**config.mk**
```make
export PLATFORM = sky130hd
export DESIGN_NAME = fetch_unit_flat
export DESIGN_NICKNAME = d
export VERILOG_FILES = /design/src/rtl/fetch_unit_if.sv /design/src/rtl/fetch_unit.sv /design/src/flat_wrapper.sv
export SDC_FILE = /design/constraint.sdc
export NUM_CORES = 1
export LEC_CHECK = 0
export CAP_MARGIN = 25
export CORE_MARGIN = 2
export CORE_UTILIZATION = 40
export CTS_CLUSTER_DIAMETER = 40
export DETAILED_ROUTE_END_ITERATION = 12
export PLACE_DENSITY = 0.74
export SYNTH_ARGS = -nofsm -noshare
export SYNTH_HDL_FRONTEND = slang
export SYNTH_SLANG_ARGS = --single-unit
```
**constraint.sdc**
```tcl
create_clock -name clk -period 2.1 [get_ports clk]
set_input_delay 0.315 -clock clk [delete_from_list [all_inputs] [get_ports clk]]
set_output_delay 0.315 -clock clk [all_outputs]
set_load 0.005 [all_outputs]
```
**src/rtl/fetch_unit_if.sv**
```systemverilog
// Instruction-memory request/response bus between the fetch stage and imem.
// One request outstanding at most; imem_valid returns >=1 cycle after imem_req.
interface fetch_unit_if;
  logic        imem_req;
  logic [15:0] imem_addr;
  logic [15:0] imem_rdata;
  logic        imem_valid;

  modport master (output imem_req, imem_addr, input  imem_rdata, imem_valid);
  modport slave  (input  imem_req, imem_addr, output imem_rdata, imem_valid);
endinterface

```
**src/rtl/fetch_unit.sv**
```systemverilog
// Instruction-fetch stage: owns the fetch PC, talks to a variable-latency imem,
// and loads the IF/ID register under stall/redirect control; stops on HLT.
module fetch_unit #(
  parameter logic [15:0] RESET_PC    = 16'h0000,
  parameter logic [3:0]  HALT_OPCODE = 4'hF,
  parameter logic [15:0] NOP_INSTR   = 16'h0000
) (
  input  logic                clk,
  input  logic                rst_n,
  input  logic                stall,
  input  logic                redirect,
  input  logic [15:0]         redirect_pc,
  fetch_unit_if.master        imem,
  output logic [15:0]         if_id_instr,
  output logic [15:0]         if_id_pc,
  output logic                if_id_valid,
  output logic                halted
);

  localparam logic [1:0] ST_ISSUE  = 2'd0;
  localparam logic [1:0] ST_WAIT   = 2'd1;
  localparam logic [1:0] ST_HOLD   = 2'd2;
  localparam logic [1:0] ST_HALTED = 2'd3;

  logic [1:0]  state_q, state_d;
  logic [15:0] pc_q, pc_d;
  logic        drop_q, drop_d;
  logic [15:0] skid_instr_q, skid_instr_d;
  logic [15:0] skid_pc_q, skid_pc_d;
  logic [15:0] ifid_instr_q, ifid_instr_d;
  logic [15:0] ifid_pc_q, ifid_pc_d;
  logic        ifid_valid_q, ifid_valid_d;

  // Request is gated by reset so nothing leaves the block while rst_n is low.
  assign imem.imem_req  = rst_n & (state_q == ST_ISSUE);
  assign imem.imem_addr = pc_q;

  assign if_id_instr = ifid_instr_q;
  assign if_id_pc    = ifid_pc_q;
  assign if_id_valid = ifid_valid_q;
  assign halted      = (state_q == ST_HALTED);

  always_comb begin
    state_d      = state_q;
    pc_d         = pc_q;
    drop_d       = drop_q;
    skid_instr_d = skid_instr_q;
    skid_pc_d    = skid_pc_q;
    ifid_instr_d = ifid_instr_q;
    ifid_pc_d    = ifid_pc_q;
    ifid_valid_d = ifid_valid_q;

    if (redirect) begin
      pc_d         = redirect_pc;
      ifid_valid_d = 1'b0;
      ifid_instr_d = NOP_INSTR;
      skid_instr_d = NOP_INSTR;
      skid_pc_d    = 16'h0000;
      case (state_q)
        ST_ISSUE: begin
          // The request going out this cycle is still owed a response; drop it.
          drop_d  = 1'b1;
          state_d = ST_WAIT;
        end
        ST_WAIT: begin
          if (imem.imem_valid) begin
            drop_d  = 1'b0;
            state_d = ST_ISSUE;
          end else begin
            drop_d  = 1'b1;
          end
        end
        default: begin
          drop_d  = 1'b0;
          state_d = ST_ISSUE;
        end
      endcase
    end else begin
      // Decode consumes IF/ID when not stalled; a load below overrides the bubble.
      if (!stall) begin
        ifid_valid_d = 1'b0;
        ifid_instr_d = NOP_INSTR;
      end
      case (state_q)
        ST_ISSUE: state_d = ST_WAIT;
        ST_WAIT: begin
          if (imem.imem_valid) begin
            if (drop_q) begin
              drop_d  = 1'b0;
              state_d = ST_ISSUE;
            end else if (!stall) begin
              ifid_instr_d = imem.imem_rdata;
              ifid_pc_d    = pc_q;
              ifid_valid_d = 1'b1;
              pc_d         = pc_q + 16'd2;
              state_d      = (imem.imem_rdata[15:12] == HALT_OPCODE) ? ST_HALTED : ST_ISSUE;
            end else begin
              skid_instr_d = imem.imem_rdata;
              skid_pc_d    = pc_q;
              pc_d         = pc_q + 16'd2;
              state_d      = ST_HOLD;
            end
          end
        end
        ST_HOLD: begin
          if (!stall) begin
            ifid_instr_d = skid_instr_q;
            ifid_pc_d    = skid_pc_q;
            ifid_valid_d = 1'b1;
            state_d      = (skid_instr_q[15:12] == HALT_OPCODE) ? ST_HALTED : ST_ISSUE;
          end
        end
        default: ;
      endcase
    end
  end

  always_ff @(posedge clk or negedge rst_n) begin
    if (!rst_n) begin
      state_q      <= ST_ISSUE;
      pc_q         <= RESET_PC;
      drop_q       <= 1'b0;
      skid_instr_q <= NOP_INSTR;
      skid_pc_q    <= 16'h0000;
      ifid_instr_q <= NOP_INSTR;
      ifid_pc_q    <= 16'h0000;
      ifid_valid_q <= 1'b0;
    end else begin
      state_q      <= state_d;
      pc_q         <= pc_d;
      drop_q       <= drop_d;
      skid_instr_q <= skid_instr_d;
      skid_pc_q    <= skid_pc_d;
      ifid_instr_q <= ifid_instr_d;
      ifid_pc_q    <= ifid_pc_d;
      ifid_valid_q <= ifid_valid_d;
    end
  end

endmodule

```
**src/flat_wrapper.sv**
```systemverilog
// flat-port wrapper written by rule: the top's interface ports become plain ports
module fetch_unit_flat 
#(
  parameter logic [15:0] RESET_PC    = 16'h0000,
  parameter logic [3:0]  HALT_OPCODE = 4'hF,
  parameter logic [15:0] NOP_INSTR   = 16'h0000
)
  (clk, rst_n, stall, redirect, redirect_pc, if_id_instr, if_id_pc, if_id_valid, halted, imem_imem_req, imem_imem_addr, imem_imem_rdata, imem_imem_valid);
  fetch_unit_if imem_i ();
  input  logic clk;
  input  logic rst_n;
  input  logic stall;
  input  logic redirect;
  input  logic [15:0] redirect_pc;
  output logic [15:0] if_id_instr;
  output logic [15:0] if_id_pc;
  output logic if_id_valid;
  output logic halted;
  output wire logic [$bits(imem_i.imem_req)-1:0] imem_imem_req;
  output wire logic [$bits(imem_i.imem_addr)-1:0] imem_imem_addr;
  input wire logic [$bits(imem_i.imem_rdata)-1:0] imem_imem_rdata;
  input wire logic [$bits(imem_i.imem_valid)-1:0] imem_imem_valid;
  assign imem_imem_req = imem_i.imem_req;
  assign imem_imem_addr = imem_i.imem_addr;
  assign imem_i.imem_rdata = imem_imem_rdata;
  assign imem_i.imem_valid = imem_imem_valid;
  fetch_unit #(.RESET_PC(RESET_PC), .HALT_OPCODE(HALT_OPCODE), .NOP_INSTR(NOP_INSTR)) u_core (.clk(clk), .rst_n(rst_n), .stall(stall), .redirect(redirect), .redirect_pc(redirect_pc), .imem(imem_i), .if_id_instr(if_id_instr), .if_id_pc(if_id_pc), .if_id_valid(if_id_valid), .halted(halted));
endmodule
```
# Word level (Yosys, flattened, before mapping)
# Index checks and enable logic that the tools add are counted.
[op_classes]
n_addsub = 1
multipliers = 0
n_div = 0
n_lt_le_gt_ge = 0
n_eq_ne = 11
shifts = 0
n_mux = 47
bitwise = 2
reduce_logical = 11
[ops]
columns = ["operator", "count"]
rows = [
  ["2-to-1 mux 16 bit", 24],
  ["case mux 16 bit (2 select lines)", 2],
  ["adder 16 x 2 -> 16 bit (second input constant)", 1],
  ["2-to-1 mux 2 bit", 8],
  ["!= test 2 bit (second input constant)", 5],
  ["2-to-1 mux 1 bit", 9],
  ["== test 4 bit (second input constant)", 2],
  ["nonzero test 2 bit", 4],
  ["case mux 2 bit (3 select lines)", 1],
  ["AND reduction 3 bit", 2],
  ["AND reduction 6 bit", 1],
  ["== test 2 bit (second input constant)", 2],
  ["case mux 1 bit (2 select lines)", 2],
  ["case mux 2 bit (2 select lines)", 1],
  ["AND reduction 4 bit", 1],
  ["nonzero test 4 bit", 1],
  ["!= test 3 bit (second input constant)", 1],
  ["== test 2 x 1 -> 1 bit (second input constant)", 1],
  ["zero test 2 bit", 1],
  ["AND reduction 2 bit", 1],
  ["bitwise AND 1 bit", 1],
  ["inverter 1 bit", 1],
]
[word_totals]
ff_bits = 84
latchBits = 0
ram_bits = 0
romBits = 0
inputBits = 37
out_inout_bits = 51
wordCells = 80
memories = 0

# Logic depth before layout (Yosys ltp)
# Gate-level depths: netlist of the first run.
[depth]
word_depth = 7
mapped_depth = 8

# Worst setup path before layout of the first run
# OpenSTA, ideal clock, no wires.
[synth_path]
path_kind = "register to register"
from = "register u_core.state_q[1]"
to = "register u_core.pc_q[14], in the netlist u_core.imem.imem_addr[14]"
setup_ns = 0.126
t_arrival_ns = 1.699
required_time_ns = 1.974
setup_slack_ns = 0.275
stages_incl_launch_ff = 7
path_buffers = 1
synth_period_minus_slack_ns = 1.825
path_cell_list = "dfrtp_1 -> inv_1 -> ha_1 -> buf_4 -> nand4b_2 -> or4_4 -> a221o_1"
[synth_between]
elab_chain_len = 3
[synth_lines]
columns = ["element", "line_no", "text"]
rows = [
  ["start, declared", "fetch_unit.sv:25", "logic [1:0] state_q, state_d;"],
  ["start signal, assigned", "fetch_unit.sv:129", "state_q <= state_d;"],
  ["== test 2 x 1 -> 1 bit", "fetch_unit.sv:84", "case (state_q)"],
  ["nonzero test 2 bit (no line)", "n/a", ""],
  ["AND reduction 3 bit (no line)", "n/a", ""],
  ["end signal, assigned", "fetch_unit.sv:130", "pc_q <= pc_d;"],
  ["end, declared", "fetch_unit.sv:26", "logic [15:0] pc_q, pc_d;"],
]
# No other way between the ends.
# A chain may end at the register's enable or synchronous reset.

# Final worst setup path of the first run
[layout_path]
from = "register u_core.state_q[0]"
to = "output port imem_imem_req"
[layout_between]
elab_chain_len = 2
[layout_lines]
columns = ["element", "line_no", "text"]
rows = [
  ["zero test 2 bit", "fetch_unit.sv:35", "assign imem.imem_req = rst_n & (state_q == ST_ISSUE);"],
  ["bitwise AND 1 bit", "fetch_unit.sv:35", ""],
  ["end, declared", "flat_wrapper.sv:19", "output wire logic [$bits(imem_i.imem_req)-1:0] imem_imem_req;"],
]
# No other way between the ends.

==> results of run 1 <==
==> cell usage in the layout, fill, tap and decap left out, types with 4 or more instances in the layout <==
| cell | n |
|---|---|
| sky130_fd_sc_hd__nand3_1 | 6 |
| sky130_fd_sc_hd__nor2_1 | 7 |
| sky130_fd_sc_hd__clkdlybuf4s50_1 | 86 |
| sky130_fd_sc_hd__nand4_1 | 20 |
| sky130_fd_sc_hd__o21ai_0 | 38 |
| sky130_fd_sc_hd__mux2_2 | 4 |
| sky130_fd_sc_hd__o21ai_1 | 6 |
| sky130_fd_sc_hd__dfrtp_1 | 84 |
| sky130_fd_sc_hd__ha_1 | 4 |
| sky130_fd_sc_hd__mux2i_1 | 17 |
| sky130_fd_sc_hd__buf_4 | 21 |
| sky130_fd_sc_hd__nand2_1 | 73 |
| sky130_fd_sc_hd__a22o_1 | 17 |
| sky130_fd_sc_hd__clkbuf_8 | 9 |
| sky130_fd_sc_hd__xor2_1 | 5 |
| sky130_fd_sc_hd__a22oi_1 | 17 |
| sky130_fd_sc_hd__nor3_1 | 5 |
| sky130_fd_sc_hd__xnor2_1 | 5 |
| sky130_fd_sc_hd__nor2b_1 | 8 |
==> state kept, by name, indices dropped and copies added, names as in the netlist <==
name / cells
u_core.drop_q: 1
u_core.if_id_instr: 16
u_core.if_id_pc: 16
u_core.if_id_valid: 1
u_core.imem.imem_addr: 16
u_core.skid_instr_q: 16
u_core.skid_pc_q: 16
u_core.state_q: 2
==> per-stage QoR <==
stage	hold WS [ns]	power, mW	utilization (%)	instances	area, µm²
after CTS	0.0350	4.79	54.2	610	5200
final	0.0129	4.79	54.5	613	5230
after global routing	0.0489	5.08	54.5	613	5230
after floorplan	0.0194	2.81	-	381	3900
after global placement	0.427	3.58	52.1	594	5000
after detailed placement	0.427	3.62	52.1	594	5000
==> routing by layer <==
metal / vias up / GRT usage [%] / share of wire, %
li1: 1559 / - / -
met1: 1621 / 27.0 / 46
met2: 102 / 29.1 / 48
met3: 18 / 3.80 / 4.8
met4: 0 / 7.18 / 2.1
met5: - / 0 / 0
==> power by group <==
| part | internal [mW] | switching (mW) |
|---|---|---|
| clock network | 0.555 | 0.615 |
| logic | 0.826 | 0.689 |
| registers | 1.89 | 0.206 |
| total | 3.28 | 1.51 |
==> worst max path at each step <==
| stage | end | slack (ns) |
|---|---|---|
| detailed placement | u_core.imem.imem_addr[15]$_DFFE_PN0P_ | 0.03 |
| global placement | u_core.imem.imem_addr[15]$_DFFE_PN0P_ | 0.05 |
| global route | imem_imem_req | 0.03 |
| finish | imem_imem_req | 0.13 |
| CTS | imem_imem_req | 0.04 |
| floorplan | u_core.imem.imem_addr[14]$_DFFE_PN0P_ | 0.28 |
==> cell type report <==
type,count,area [µm²]
fillers,859,4370
flip-flops and latches,84,2100
multi-input cells,266,1660
repair buffers,110,1080
well taps,133,166
clock buffers,9,124
clock inverters,7,75.1
inverters,4,15.0
==> kinds of logic after synthesis <==
kind of cell,count (synthesis)
xor gates and xnor gates,10
muxes,22
buffers and inverters,31
adders and majority gates,5
AOI/OAI and AO/OA,94
DFF,84
and+or+nand+nor,135
==> what timing repair did <==
| action | CTS | global route |
|---|---|---|
| setup endpoints to repair | 0 | 2 |
| setup buffers | 0 | 2 |
| resized for setup | 0 | 2 |
| hold endpoints to repair | 0 | 0 |
==> qor_table.md, run 1 <==
| Result | This run |
|---|---|
| Status | completed |
| Achievable clock frequency | 507 MHz |
| Max capacitance violation total | 0 |
| Fin crit share | 93.8% |
| Instance count of the mapped netlist | 381 |
| Summed negative setup slack over all endpoints | 0 ns |
| Fraction of final layout cells with drive strength greater than 1 | 11.0% |
| Count of clock tree sinks | 84 |
| Worst path buffer plus inverter count | 2 |
| Simple-gate area share of the yosys netlist | 17.0% |
| RSZ-0062 raised after global routing | no |
| Core area | 9590 µm² |
| Max H-tree Level | 3 |
| Worst Max-Slew Pin Slew | 0.512 ns |
| Worst setup timing slack at the placement stage | 0.0310 ns |
| Layout area overhead | 34.1% |
| Crit Path Category | flop to output port |
| Maximum cell stage delay along the critical path | 0.49 ns |
| Dominant cell by count in the synthesized netlist | sky130_fd_sc_hd__dfrtp_1 |
| Number of synthesized register bits | 84 |
| Clock root buffer master | sky130_fd_sc_hd__clkbuf_8 |
| Stages on the worst setup path | 4 |
| Maximum clock path buffer count | 2 |
| Avg Inst Size Synth | 10.2 µm² |
| Half-perimeter wire length after placement | 6.94 mm |
| Post-synthesis cell area | 3900 µm² |
| Fin. max-slew vios | 0 |
| ANT nets after route | 0 |
| Asr flop ratio synth | 100% |
| Area of the die | 10,500 µm² |
| Peak fanout along the critical path | 4 |
| Syn Nets | 423 |
| Setup slack of the worst register-to-register path | 0.17 ns |
| Hold Buf Count CTS | 0 |
| Relative slew slack | 65.8% |
| Number of placement rows | 36 |
| Crit path cell chain | inv_1 > ha_2 > and2_4 > clkdlybuf4s50_1 |
| Largest family of logic cells by synthesized area | simple AND/OR/NAND/NOR gates |
| IO buf count | 87 |
| Number of iterations in the first detailed-routing pass | 5 |
| Final worst setup slack | 0.130 ns |
| Adder-cell area share of the yosys netlist | 1.61% |
| Number of DRC violations after detailed-routing iteration 0 | 322 |
| Via/cell ratio | 5.38 |
| Count of flip-flops with a built-in enable after synthesis | 0 |
| Compound-Gate Fraction of Synth Area | 15.8% |
| Maximum number of pins on one net before global-route repair | 85 |
| Initial antenna violation count | 0 |
| Synthesis warning total | 0 |
| Number of endpoints with negative hold slack in the final report | 0 |
| DIE WIDTH | 103 µm |
| CTS clock-pin slew for the worst setup and hold paths | 0.09 ns |
| Xor-xnor portion of the synthesized cell area | 2.25% |
| Via count | 3,300 |
| Data arrival time of the critical path | 1.66 ns |
| Global-route wire length before repair | 15.5 mm |
| Path depth of the worst reg2reg path | 6 |
| Standby leakage power | 2.21 nW |
| Clock tree from TritonCTS | built |
| Die H | 103 µm |
| Required time reported for the critical path endpoint | 1.78 ns |
| Number of I/O pins | 88 |
| Cell class contributing the biggest share of worst-path delay | buffers and inverters |
| Number of distinct library cells after synthesis | 44 |
| Dominant cells by area after synthesis | sky130_fd_sc_hd__dfrtp_1 54%, sky130_fd_sc_hd__nand2_1 7.0%, sky130_fd_sc_hd__o21ai_0 4.9% |
| Fraction of post-synthesis cell area in the top cell type by area | 53.9% |
| Inserted Clock Buffers | 9 |
| Vias in the first global route | 3,087 |
| Standard cell with the maximum stage delay on the critical path | sky130_fd_sc_hd__clkdlybuf4s50_1 |
| Sum of routed wire length over all layers | 9.82 mm |
| Sequential share of the synthesized area | 53.9% |
| Cell types with the highest counts after synthesis | 84 x sky130_fd_sc_hd__dfrtp_1, 73 x sky130_fd_sc_hd__nand2_1, 38 x sky130_fd_sc_hd__o21ai_0 |
| Pwr per Cell Area | 916 nW/µm² |
| End of the worst register-to-register path | u_core.skid_pc_q[15]$_DFFE_PN0P_ |
| GRT Total Usage | 19.1% |
| Gr ovfl total | 0 |
| RePlAce Congestion | 0.854 |
| Nature of the critical path endpoint | output port |
| Main synth FF type | sky130_fd_sc_hd__dfrtp_1 |
| Setup clock skew after layout | 0.00821 ns |
| Post-route minimum period | 1.97 ns |
| Final count of negative-setup-slack endpoints | 0 |
| Type of the tightest min-delay check | input port to asynchronous set/reset pin |
| Average wire per standard cell | 16.0 µm |
| Beginning of the critical path | u_core.state_q[0]$_DFFE_PN0P_ |
| Initial core utilization | 40.6% |
| Critical Path Source Type | flop |
| Number of design rule violations left after detail routing | 0 |
| Layout net count | 517 |
| Worst vdd rail ir drop | 0.000383 V |
| Share of synthesized area spent on multiplexers | 5.81% |
| Crit Reg-Reg Startpoint | u_core.state_q[0]$_DFFE_PN0P_ |
| Antenna Cells | 0 |
| Cell type with the largest total area after synthesis | sky130_fd_sc_hd__dfrtp_1 |
| Worst-Skew Late Latency | 0.36 ns |
Power figures use the tool's default switching activity.
==> run 2, diff against run 1 <==
--- a/config.mk
+++ b/config.mk
@@ -7,10 +7,12 @@
 export LEC_CHECK = 0
 export CAP_MARGIN = 25
 export CORE_MARGIN = 2
-export CORE_UTILIZATION = 40
+export CORE_UTILIZATION = 50
 export CTS_CLUSTER_DIAMETER = 40
+export CTS_CLUSTER_SIZE = 14
 export DETAILED_ROUTE_END_ITERATION = 12
-export PLACE_DENSITY = 0.74
+export PLACE_DENSITY = 0.87
+export SETUP_SLACK_MARGIN = 0.05
 export SYNTH_ARGS = -nofsm -noshare
 export SYNTH_HDL_FRONTEND = slang
 export SYNTH_SLANG_ARGS = --single-unit
==> qor_table.md, run 2 (synthesis results as in run 1) <==
| Result | This run | Delta |
|---|---|---|
| Commonest cells after routing, fill and taps aside | 86 x sky130_fd_sc_hd__clkdlybuf4s50_1, 84 x sky130_fd_sc_hd__dfrtp_1, 73 x sky130_fd_sc_hd__nand2_1 | unchanged |
| RePlAce Congestion | 0.857 | was 0.854 |
| Violated checks | hold timing |  |
| Vias in the first global route | 3,393 | was 3,087 |
| Setup slack of the worst register-to-register path | 0.08 ns | was 0.17 ns |
| Final count of negative-setup-slack endpoints | 0 | unchanged |
| Critical Path Source Type | flop | unchanged |
| ANT nets after route | 0 | unchanged |
| Share of total power consumed by net switching | 30.6% | was 31.6% |
| Hold Slack | -0.0114 ns | was 0.0129 ns |
| Worst-Skew Late Latency | 0.36 ns | about the same |
| Worst setup timing slack at the placement stage | -0.258 ns | was 0.0310 ns |
| End of the worst register-to-register path | u_core.skid_pc_q[13]$_DFFE_PN0P_ | was u_core.skid_pc_q[15]$_DFFE_PN0P_ |
| Number of placement rows | 32 | was 36 |
| Maximum clock path buffer count | 2 | unchanged |
| Sum of routed wire length over all layers | 10.6 mm | was 9.82 mm |
| Part of the total power dissipated in sequential elements | 41.5% | was 43.9% |
| Die H | 92.3 µm | was 103 µm |
| Number of endpoints with negative hold slack in the final report | 6 | was 0 |
| Path depth of the worst reg2reg path | 6 | unchanged |
| Worst Max-Slew Pin Slew | 0.555 ns | was 0.512 ns |
| Gr ovfl total | 0 | unchanged |
| Area of the die | 8520 µm² | was 10,500 µm² |
| Cell class contributing the biggest share of worst-path delay | buffers and inverters | unchanged |
| P_sw | 1.55 mW | was 1.51 mW |
| RSZ-0062 raised after global routing | yes | was no |
| Clock root buffer master | sky130_fd_sc_hd__clkbuf_8 | unchanged |
| Number of I/O pins | 88 | unchanged |
| Beginning of the critical path | u_core.state_q[0]$_DFFE_PN0P_ | unchanged |
| Peak fanout along the critical path | 4 | unchanged |
| Setup clock skew after layout | 0.0132 ns | was 0.00821 ns |
| Maximum cell stage delay along the critical path | 0.51 ns | was 0.49 ns |
| Type of the tightest min-delay check | input port to asynchronous set/reset pin | unchanged |
| Average wire per standard cell | 18.3 µm | was 16.0 µm |
| Pwr per Cell Area | 963 nW/µm² | was 916 nW/µm² |
| Part of the total power dissipated in combinational logic | 30.7% | was 31.7% |
| Crit path cell chain | inv_1 > ha_2 > and2_1 > clkdlybuf4s50_1 | was inv_1 > ha_2 > and2_4 > clkdlybuf4s50_1 |
| GRT Total Usage | 25.9% | was 19.1% |
| Post-route minimum period | 2.04 ns | was 1.97 ns |
| Stages on the worst setup path | 4 | unchanged |
| Achievable clock frequency | 490 MHz | was 507 MHz |
| Number of design rule violations left after detail routing | 0 | unchanged |
| Worst vdd rail ir drop | 0.000470 V | was 0.000383 V |
| Initial core utilization | 51.0% | was 40.6% |
| Half-perimeter wire length after placement | 6.99 mm | was 6.94 mm |
| Standby leakage power | 2.24 nW | was 2.21 nW |
| Part of the total power dissipated in the clock network | 27.9% | was 24.5% |
| Nature of the critical path endpoint | output port | unchanged |
| Inserted Clock Buffers | 9 | unchanged |
| Maximum number of pins on one net before global-route repair | 85 | unchanged |
| Crit Path Category | flop to output port | unchanged |
| Max H-tree Level | 3 | unchanged |
| Final core area utilization | 68.8% | was 54.5% |
| Fin crit share | 97.2% | was 93.8% |
| DIE WIDTH | 92.3 µm | was 103 µm |
| End point of the critical path | imem_imem_req | unchanged |
| Standard cell with the maximum stage delay on the critical path | sky130_fd_sc_hd__clkdlybuf4s50_1 | unchanged |
| Core area | 7650 µm² | was 9590 µm² |
| Fin. max-slew vios | 0 | unchanged |
| Layout area overhead | 34.9% | was 34.1% |
| Final worst setup slack | 0.0580 ns | was 0.130 ns |
| Via count | 3,410 | was 3,300 |
| Cell-internal power | 3.52 mW | was 3.28 mW |
| Fraction of final layout cells with drive strength greater than 1 | 10.9% | was 11.0% |
| Initial antenna violation count | 0 | unchanged |
| CTS clock-pin slew for the worst setup and hold paths | 0.09 ns | about the same |
| Global-route wire length before repair | 17.1 mm | was 15.5 mm |
| Count of clock tree sinks | 84 | unchanged |
| Via/cell ratio | 5.89 | was 5.38 |
| Status | finished, violations left | was completed |
| Max capacitance violation total | 0 | unchanged |
| Number of iterations in the first detailed-routing pass | 5 | unchanged |
| Commonest non-fill, non-tap cell in the layout | sky130_fd_sc_hd__clkdlybuf4s50_1 | unchanged |
| Relative slew slack | 62.9% | was 65.8% |
| Clock tree from TritonCTS | built | unchanged |
| Antenna Cells | 0 | unchanged |
| Hold Buf Count CTS | 0 | unchanged |
| Data arrival time of the critical path | 1.73 ns | was 1.66 ns |
| Crit Reg-Reg Startpoint | u_core.state_q[0]$_DFFE_PN0P_ | unchanged |
| Layout net count | 514 | was 517 |
| Number of DRC violations after detailed-routing iteration 0 | 331 | was 322 |
| Required time reported for the critical path endpoint | 1.78 ns | about the same |
| IO buf count | 87 | unchanged |
| Worst path buffer plus inverter count | 2 | unchanged |
==> run 2: cell types whose count changed in the layout (fill, tap and decap cells not counted), sizes merged <==
cell	change
bufinv	+2
clkbuf	+1
clkinvlp	-2
buf	-4
==> run 2: worst register-to-register path: cells and delay by family, from the launching register on <==
family | cells | cell delay (ns)
muxes | 1 | 0.35
and+or+nand+nor | 1 | 0.31
DFF | 1 | 0.39
AOI/OAI and AO/OA | 1 | 0.24
adders and majority gates | 1 | 0.28
buffers and inverters | 2 | 0.34
==> run 2: what timing repair did <==
action / 4_1_cts / 5_1_grt
hold endpoints to repair: 0 / 0
endpoints found under the setup margin: 16 / 19
buffers inserted: 2 / 0
gates resized for setup: 2 / 4
cloned: 0 / 1
==> run 2: layout make-up <==
cell class / count / area (µm²)
fillers: 548 / 2390
well taps: 102 / 128
repair buffers: 107 / 1090
clock buffers: 9 / 124
multi-input cells: 266 / 1680
flip-flops and latches: 84 / 2100
inverters: 4 / 15.0
clock inverters: 7 / 123
==> run 2: worst min-delay path by stage <==
stage | startpoint | endpoint | slack (ns)
2_1_floorplan | rst_n | u_core.drop_q$_DFFE_PN0P_ | 0.02
3_3_place_gp | rst_n | u_core.if_id_pc[7]$_DFFE_PN0P_ | 0.42
3_5_place_dp | rst_n | u_core.if_id_pc[7]$_DFFE_PN0P_ | 0.42
4_1_cts | rst_n | u_core.if_id_pc[7]$_DFFE_PN0P_ | 0.03
5_1_grt | rst_n | u_core.if_id_pc[10]$_DFFE_PN0P_ | 0.01
6_report | rst_n | u_core.if_id_pc[5]$_DFFE_PN0P_ | -0.01
==> run 2: power groups by stage <==
stage	Clock, mW	Sequential [mW]	Combinational, mW
after detailed placement	0	2.14	1.46
final	1.41	2.10	1.55
after floorplan	0	2.11	0.697
after CTS	1.42	2.10	1.51
after global routing	1.49	2.14	1.70
after global placement	0	2.12	1.42
==> run 2: through the flow <==
| stage | total power [mW] | hold WS [ns] | area (µm²) | TNS (ns) | cells |
|---|---|---|---|---|---|
| 2_1_floorplan | 2.81 | 0.0194 | 3900 | 0 | 381 |
| 3_5_place_dp | 3.60 | 0.424 | 4950 | -3.21 | 560 |
| 5_1_grt | 5.33 | 0.0138 | 5260 | 0 | 579 |
| 4_1_cts | 5.03 | 0.0263 | 5220 | 0 | 578 |
| 3_3_place_gp | 3.54 | 0.419 | 4950 | -1.83 | 560 |
| 6_report | 5.07 | -0.0114 | 5260 | 0 | 579 |
==> run 2: routing by layer <==
| metal | share of wire (%) | vias to the layer above | wire length (µm) | global-route usage, % |
|---|---|---|---|---|
| met5 | 0 | - | 0 | 0 |
| met4 | 3.2 | 0 | 335 | 13.1 |
| met3 | 6.2 | 26 | 657 | 4.88 |
| met2 | 50 | 152 | 5280 | 40.8 |
| met1 | 41 | 1679 | 4310 | 34.7 |
| li1 | - | 1553 | - | - |
